<file path="config.mk">
export PLATFORM = sky130hd
export DESIGN_NAME = frame_streamer
export DESIGN_NICKNAME = d
export VERILOG_FILES = /design/src/rtl/frame_streamer_pkg.sv /design/src/rtl/frame_addr_ctr.sv /design/src/rtl/frame_streamer.sv
export SDC_FILE = /design/constraint.sdc
export NUM_CORES = 1
export LEC_CHECK = 0
export CAP_MARGIN = 15
export CORE_MARGIN = 8
export CORE_UTILIZATION = 35
export CTS_CLUSTER_DIAMETER = 150
export DETAILED_ROUTE_END_ITERATION = 10
export PLACE_DENSITY = 0.67
export SYNTH_ARGS = -nofsm -noshare
export SYNTH_HDL_FRONTEND = slang
export SYNTH_SLANG_ARGS = --single-unit
</file>
<file path="constraint.sdc">
create_clock -name clk -period 1.9 [get_ports clk]
set_input_delay 0.285 -clock clk [delete_from_list [all_inputs] [get_ports clk]]
set_output_delay 0.285 -clock clk [all_outputs]
set_load 0.02 [all_outputs]
</file>
<file path="src/rtl/frame_streamer_pkg.sv">
// Shared definitions for the frame streamer: default geometry and FSM state encodings.
package frame_streamer_pkg;

  localparam int DEF_DATA_W = 8;
  localparam int DEF_IMG_W  = 5;
  localparam int DEF_IMG_H  = 5;

  typedef enum logic [2:0] {
    FS_IDLE  = 3'd0,
    FS_FETCH = 3'd1,
    FS_SEND  = 3'd2,
    FS_FLUSH = 3'd3,
    FS_DONE  = 3'd4
  } fs_state_t;

endpackage

</file>
<file path="src/rtl/frame_addr_ctr.sv">
// Pixel index counter for the frame streamer; flags the last pixel of the frame.
module frame_addr_ctr #(
  parameter int PIX_N = 25,
  parameter int CNT_W = $clog2(PIX_N + 1)
) (
  input  logic             clk,
  input  logic             rst_n,
  input  logic             clr,
  input  logic             inc,
  output logic [CNT_W-1:0] cnt,
  output logic             last
);

  logic [CNT_W-1:0] cnt_reg;

  always_ff @(posedge clk) begin
    if (!rst_n) begin
      cnt_reg <= '0;
    end else if (clr) begin
      cnt_reg <= '0;
    end else if (inc) begin
      cnt_reg <= cnt_reg + 1'b1;
    end
  end

  assign cnt  = cnt_reg;
  assign last = (cnt_reg == CNT_W'(PIX_N - 1));

endmodule

</file>
<file path="src/rtl/frame_streamer.sv">
// Streams one frame from a synchronous frame RAM into the line-buffer Fifo,
// then pads with zeros until the Fifo reports done or the flush budget runs out.
module frame_streamer
  import frame_streamer_pkg::*;
#(
  parameter int DATA_W    = DEF_DATA_W,
  parameter int IMG_W     = DEF_IMG_W,
  parameter int IMG_H     = DEF_IMG_H,
  parameter int ADDR_W    = 8,
  parameter int MAX_FLUSH = 16
) (
  input  logic              clk,
  input  logic              rst_n,
  input  logic              start,
  output logic              mem_rd_en,
  output logic [ADDR_W-1:0] mem_addr,
  input  logic [DATA_W-1:0] mem_data,
  input  logic              sink_idle,
  input  logic              sink_done,
  output logic              data_valid,
  output logic [DATA_W-1:0] data_i,
  output logic              busy,
  output logic              frame_done,
  output logic              flush_err
);

  localparam int PIX_N = IMG_W * IMG_H;
  localparam int PIX_W = $clog2(PIX_N + 1);
  localparam int FL_W  = $clog2(MAX_FLUSH + 1);

  fs_state_t         state_reg, state_next;
  logic [DATA_W-1:0] pix_q_reg;
  logic              first_send_reg;
  logic [FL_W-1:0]   flush_cnt_reg;
  logic              data_valid_reg, busy_reg, frame_done_reg, flush_err_reg;
  logic [DATA_W-1:0] data_i_reg;

  logic              cnt_clr, cnt_inc, last_pix;
  logic              send_word, send_pad, set_err;
  logic [PIX_W-1:0]  pix_cnt;
  logic [DATA_W-1:0] pix_word;

  frame_addr_ctr #(
    .PIX_N (PIX_N),
    .CNT_W (PIX_W)
  ) u_addr_ctr (
    .clk   (clk),
    .rst_n (rst_n),
    .clr   (cnt_clr),
    .inc   (cnt_inc),
    .cnt   (pix_cnt),
    .last  (last_pix)
  );

  assign mem_addr = ADDR_W'(pix_cnt);

  // RAM data is only guaranteed on the first SEND cycle; later cycles use the captured copy.
  assign pix_word = first_send_reg ? mem_data : pix_q_reg;

  always_comb begin
    state_next = state_reg;
    mem_rd_en  = 1'b0;
    cnt_clr    = 1'b0;
    cnt_inc    = 1'b0;
    send_word  = 1'b0;
    send_pad   = 1'b0;
    set_err    = 1'b0;
    case (state_reg)
      FS_IDLE: begin
        if (start) begin
          cnt_clr    = 1'b1;
          state_next = FS_FETCH;
        end
      end
      FS_FETCH: begin
        mem_rd_en  = 1'b1;
        state_next = FS_SEND;
      end
      FS_SEND: begin
        if (sink_idle) begin
          send_word  = 1'b1;
          cnt_inc    = 1'b1;
          state_next = last_pix ? FS_FLUSH : FS_FETCH;
        end
      end
      FS_FLUSH: begin
        if (sink_done) begin
          state_next = FS_DONE;
        end else if (flush_cnt_reg == FL_W'(MAX_FLUSH)) begin
          set_err    = 1'b1;
          state_next = FS_DONE;
        end else if (sink_idle) begin
          send_pad = 1'b1;
        end
      end
      FS_DONE: begin
        state_next = FS_IDLE;
      end
      default: begin
        state_next = FS_IDLE;
      end
    endcase
  end

  always_ff @(posedge clk) begin
    if (!rst_n) begin
      state_reg      <= FS_IDLE;
      pix_q_reg      <= '0;
      first_send_reg <= 1'b0;
      flush_cnt_reg  <= '0;
      data_valid_reg <= 1'b0;
      data_i_reg     <= '0;
      busy_reg       <= 1'b0;
      frame_done_reg <= 1'b0;
      flush_err_reg  <= 1'b0;
    end else begin
      state_reg      <= state_next;
      first_send_reg <= (state_reg == FS_FETCH);
      data_valid_reg <= send_word | send_pad;
      busy_reg       <= (state_next != FS_IDLE);
      frame_done_reg <= (state_reg == FS_DONE);
      if (first_send_reg) begin
        pix_q_reg <= mem_data;
      end
      if (send_word) begin
        data_i_reg <= pix_word;
      end else if (send_pad) begin
        data_i_reg <= '0;
      end
      if (send_pad) begin
        flush_cnt_reg <= flush_cnt_reg + 1'b1;
      end else if (state_reg == FS_DONE) begin
        flush_cnt_reg <= '0;
      end
      if (cnt_clr) begin
        flush_err_reg <= 1'b0;
      end else if (set_err) begin
        flush_err_reg <= 1'b1;
      end
    end
  end

  assign data_valid = data_valid_reg;
  assign data_i     = data_i_reg;
  assign busy       = busy_reg;
  assign frame_done = frame_done_reg;
  assign flush_err  = flush_err_reg;

endmodule

</file>
==> After elaboration in Yosys (flattened, before gate mapping) <==
Cells that the tools add are included.
{ "op_classes": {"mux": 22, "n_reduce_logical": 5, "add_sub_neg": 2, "eq_ne": 6, "bitwise_logic": 2} }
{ "ops": {"columns": ["op", "count"], "rows": [
  ["8-bit two-way mux", 3],
  ["3-bit two-way mux", 4],
  ["3-bit one-hot mux with 4 select lines", 1],
  ["1-bit two-way mux", 11],
  ["5-bit by 1-bit adder with 5-bit output, second input constant", 2],
  ["5-bit == test, second input constant", 2],
  ["5-bit two-way mux", 2],
  ["3-bit by 2-bit == test with 1-bit output, second input constant", 2],
  ["2-bit nonzero test", 2],
  ["3-bit by 1-bit == test with 1-bit output, second input constant", 1],
  ["3-bit == test, second input constant", 1],
  ["3-bit logical NOT", 1],
  ["3-bit nonzero test", 1],
  ["2-bit two-way mux", 1],
  ["2-bit OR reduction", 1],
  ["1-bit inverter", 1],
  ["1-bit bitwise OR", 1]
]} }
{ "totals": {"regBits": 34, "wordCells": 47} }

==> Depth between registers and ports, before layout <==
Gate-level depths: netlist of the first run.
{ "depth": {"depth_word": 6, "mapped_depth": 7, "mapped_depth_nobuf": 6} }

==> Hierarchy <==
A second synthesis of the first run with hierarchy kept.
{ "hier_totals": {"cells_unflattened": 149, "hier_area_um2": 1478.9} }
{ "modules_own_cells": {"columns": ["mod", "cells_each", "seq_area_each_um2", "area_each_um2", "n_inst"], "rows": [
  ["frame_streamer", 122, 580.6, 1209.9, 1],
  ["frame_addr_ctr", 27, 100.1, 269.0, 1]
]} }

==> Worst setup path after synthesis of the first run <==
No wires, ideal clock.
{ "synth_timing": {"path_type": "reg-to-reg", "from": "reg u_addr_ctr.cnt_reg[0], in the netlist u_addr_ctr.cnt[0]", "to": "reg busy_reg, in the netlist busy", "setup_time_ns": 0.127, "stages_incl_launch_ff": 7, "synth_period_minus_slack_ns": 1.598, "required_ns": 1.773, "arrival_ns": 1.471, "path_slack_ns": 0.302, "cell_sequence": "dfxtp_1 -> inv_1 -> ha_1 -> nand4b_1 -> a21oi_1 -> o31a_1 -> or3_1"} }
{ "synth_via": {"elab_chain_len": 5} }
{ "synth_lines": {"columns": ["element", "line_no", "rtl"], "rows": [
  ["start, declared", "frame_addr_ctr.sv:14", "logic [CNT_W-1:0] cnt_reg;"],
  ["start signal, assigned", "frame_addr_ctr.sv:22", "cnt_reg <= cnt_reg + 1'b1;"],
  ["5-bit == test", "frame_addr_ctr.sv:27", "assign last = (cnt_reg == CNT_W'(PIX_N - 1));"],
  ["2-bit two-way mux", "frame_streamer.sv:83", "state_next = last_pix ? FS_FLUSH : FS_FETCH;"],
  ["3-bit two-way mux", "frame_streamer.sv:80", "if (sink_idle) begin"],
  ["3-bit one-hot mux with 4 select lines", "frame_streamer.sv:68", "case (state_reg)"],
  ["3-bit nonzero test", "frame_streamer.sv:120", "busy_reg <= (state_next != FS_IDLE);"],
  ["end signal, assigned", "frame_streamer.sv:120", null],
  ["end, declared", "frame_streamer.sv:35", "logic data_valid_reg, busy_reg, frame_done_reg, flush_err_reg;"]
]} }
Every way passes these cells.
A chain may end at the register's enable or synchronous reset.

==> Worst setup path in the final report of the first run <==
{ "layout_timing": {"from": "reg flush_cnt_reg[0]", "to": "reg busy_reg, in the netlist busy"} }
{ "layout_via": {"elab_chain_len": 5} }
{ "layout_lines": {"columns": ["element", "line_no", "rtl"], "rows": [
  ["start, declared", "frame_streamer.sv:34", "logic [FL_W-1:0] flush_cnt_reg;"],
  ["start signal, assigned", "frame_streamer.sv:131", "flush_cnt_reg <= flush_cnt_reg + 1'b1;"],
  ["5-bit == test", "frame_streamer.sv:89", "end else if (flush_cnt_reg == FL_W'(MAX_FLUSH)) begin"],
  ["3-bit two-way mux", "frame_streamer.sv:89", null],
  ["3-bit two-way mux", "frame_streamer.sv:87", "if (sink_done) begin"],
  ["3-bit one-hot mux with 4 select lines", "frame_streamer.sv:68", null],
  ["3-bit nonzero test", "frame_streamer.sv:120", null]
]} }
Every way passes these cells.

==> results of run 1 <==
[cell usage in the layout (no fill, tap or decap), types with 3 or more instances in the layout]
cell / instances
xor2_1: 3
conb_1: 3
nand3_1: 4
dfxtp_1: 33
o21ai_0: 5
clkbuf_8: 5
a21oi_1: 3
mux2i_1: 8
ha_1: 4
buf_4: 5
clkdlybuf4s50_1: 29
a22o_1: 8
and2b_2: 3
inv_1: 4
nand2_1: 10
nor2b_1: 12
nor2_1: 8
[area by class of cell]
class / instances / area (µm²) / share of cell area
Clock buffer: 5 / 68.82 / 0.03599
Clock inverter: 3 / 45.04 / 0.02356
Inverter: 4 / 15.01 / 0.007853
Multi-Input combinational cell: 98 / 701.9 / 0.3671
Sequential cell: 34 / 681.9 / 0.3567
Tap cell: 50 / 62.56 / 0.03272
Timing Repair Buffer: 35 / 336.6 / 0.1760
[power groups by stage]
stage	sequential (mW)	clock [mW]	combinational, mW
2_1_floorplan	0.761	0	0.0760
3_3_place_gp	0.759	0	0.134
3_5_place_dp	0.760	0	0.137
4_1_cts	0.743	0.674	0.136
5_1_grt	0.745	0.707	0.148
6_report	0.744	0.656	0.135
[per-layer routing]
layer / track usage / wire [µm] / up-vias
li1: - / - / 562
met1: 0.1183 / 1392 / 490
met2: 0.1714 / 1464 / 26
met3: 0.04464 / 235 / 5
met4: 0.05455 / 53 / 0
met5: 0 / 0 / -
[path summary, 6_finish.rpt]
check / from / end / slack [ns] / cells past startpoint
max reg2reg: flush_cnt_reg[0] / busy / 0.21 / 6
min reg2reg: data_i[6] / data_i[6] / 0.48 / 1
max: flush_cnt_reg[0] / busy / 0.21 / 6
min: data_i[6] / data_i[6] / 0.48 / 1
[logic make-up after synthesis]
| group | count (synthesis) | synth area share |
|---|---|---|
| simple gates | 54 | 0.2379 |
| flops | 34 | 0.4706 |
| compound gates | 25 | 0.1254 |
| buf+inv | 13 | 0.04930 |
| mux | 8 | 0.05537 |
| fa+ha+maj | 4 | 0.03460 |
| xor+xnor | 4 | 0.02423 |
| other cells | 1 | 0.002593 |
[worst reg2reg max path: stages (launching register included)]
cell and delay (ns):
dfxtp_1 0.34, inv_1 0.08, ha_1 0.16, nand4bb_1 0.16
and2_4 0.19, o31a_1 0.28, or3_1 0.37
[stage by stage]
stage                     setup TNS, ns  area [µm²]    util  hold slack, ns  setup slack [ns]
after floorplan                       0        1454       -          0.4763            0.3025
after global placement       -0.0004808        1798  0.4495          0.4586        -0.0004808
after detailed placement       -0.06495        1798  0.4495          0.4682          -0.05668
after CTS                             0        1912  0.4779          0.4858            0.2200
after global routing                  0        1912  0.4779          0.5051            0.1296
final                                 0        1912  0.4779          0.4798            0.2080
==> flow_summary.toml, run 1 <==
[cts]
cts_tree = "built"
root_buffer = "clkbuf_8"
hold_buffers = 0
cts_buffer_depth = 2
cts_buffers = 5
clkTransAtPathRegs_ns = 0.07
cts_resized = 2
cts_setup_buffers = 0
cts.sinks = 34
clkLatencyLatePin_ns = 0.28
cts.htree.levels = 2

[setup_path]
max_stage_delay_ns = 0.37
cp.arrival_ns = 1.86
worst_setup_path_end_kind = "register"
critical_path_buf_inv_count = 1
crit_chain = "inv_1 -> ha_1 -> nand4bb_1 -> and2_4 -> o31a_1 -> or3_1"
path_class = "register to register"
critPathLaunchType = "register"
crit_path_top_delay_cell = "or3_1"
critical_path.max_fanout = 4
critPathTopFamily = "simple AND/OR/NAND/NOR gates"
cp.required_ns = 2.06

[synth]
synth_area_mm2 = 0.001446
synth_top_area_frac = 0.4706
async_reset_ff_frac = 0
yosysTopAreaCell = "dfxtp_1"
synthCells = 143
synthTopCellsByCount = "dfxtp_1, nor2b_1, nand2_1"
seq_area_frac_synth = 0.4706
netlist_top_cells_area = "dfxtp_1, mux2i_1, nor2b_1"
synth_warnings = 0
ys_types = 41
synth-edff-count = 0
ys_ff_latch = 34
synth_ff_type = "dfxtp_1"
avgSynthCellArea_um2 = 10.11
synth_most_common_cell = "dfxtp_1"

[power]
power_switching_uw = 342.8
clkPwrFrac = 0.428
combPwrFrac = 0.088
leakagePower_nw = 0.7095
swShare = 0.2234
ir_worst_vdd_uv = 510.1
powerDensity_mw_per_mm2 = 802.6
p_total_mw = 1.534
seqPwrFrac = 0.485
p_int_mw = 1.192

[detailed_routing]
wl_mm = 3.145
num_vias = 1083
first_pass_iters = 4
wl_per_cell_um = 13.73
viasPerCell = 4.729
drc = 0
dr.first_iter.drc_count = 96
ant_nets = 0

[sta]
hold_violations = 0
fin_crit_sh = 0.8905
setup_violations = 0
final_max_slew_viol_count = 0
fin_worst_skew_ns = 0.003841
grt_setup_unrepaired = "false"
finalCriticalPeriod_ns = 1.692
timing.fmax_mhz = 591.0

[job]
maxCapViolCount = 0

[floorplan]
boundaryPins = 34
fp.dieArea_mm2 = 0.006446
die_x_um = 80.29
coreArea_mm2 = 0.004000
floorplan.initialDensity = 0.3616
die_y_um = 80.29
rows = 23

[min_path]
min_path_type = "register to register"

[global_route]
grt_pass1_vias = 1165
grt_max_degree = 22
grt_first_pass_wirelength_mm = 5.395
antenna_found_initial = 0
track_usage = 0.1068
grt_remaining_overflow = 0

[placed_design]
portBuffers = 30
dp_cells = 221
gp_congestion = 0.7911
dp_hpwl_mm = 2.351

[layout]
final_cell_count_no_fill = 229
drive_above_1_share = 0.1285
antenna_cells = 0
layout.nets = 195
areaGrowthSynthToFinish_pct = 32.18
fillers = 367

[outcome]
status = "complete, no violations"
Power figures use the tool's default switching activity.
==> run 2: changes to the inputs <==
--- a/config.mk
+++ b/config.mk
@@ -10,6 +10,7 @@
 export CORE_UTILIZATION = 35
 export CTS_CLUSTER_DIAMETER = 150
 export DETAILED_ROUTE_END_ITERATION = 10
+export GPL_ROUTABILITY_DRIVEN = 0
 export PLACE_DENSITY = 0.67
 export SYNTH_ARGS = -nofsm -noshare
 export SYNTH_HDL_FRONTEND = slang
==> results of run 2 <==
The final DEF is identical to that of run 1; final timing and power are the same.
==> run 3: changes to the inputs <==
--- a/config.mk
+++ b/config.mk
@@ -5,7 +5,7 @@
 export SDC_FILE = /design/constraint.sdc
 export NUM_CORES = 1
 export LEC_CHECK = 0
-export CAP_MARGIN = 15
+export CAP_MARGIN = 10
 export CORE_MARGIN = 8
 export CORE_UTILIZATION = 35
 export CTS_CLUSTER_DIAMETER = 150
==> results of run 3 <==
The final DEF is identical to that of run 1; final timing and power are the same.
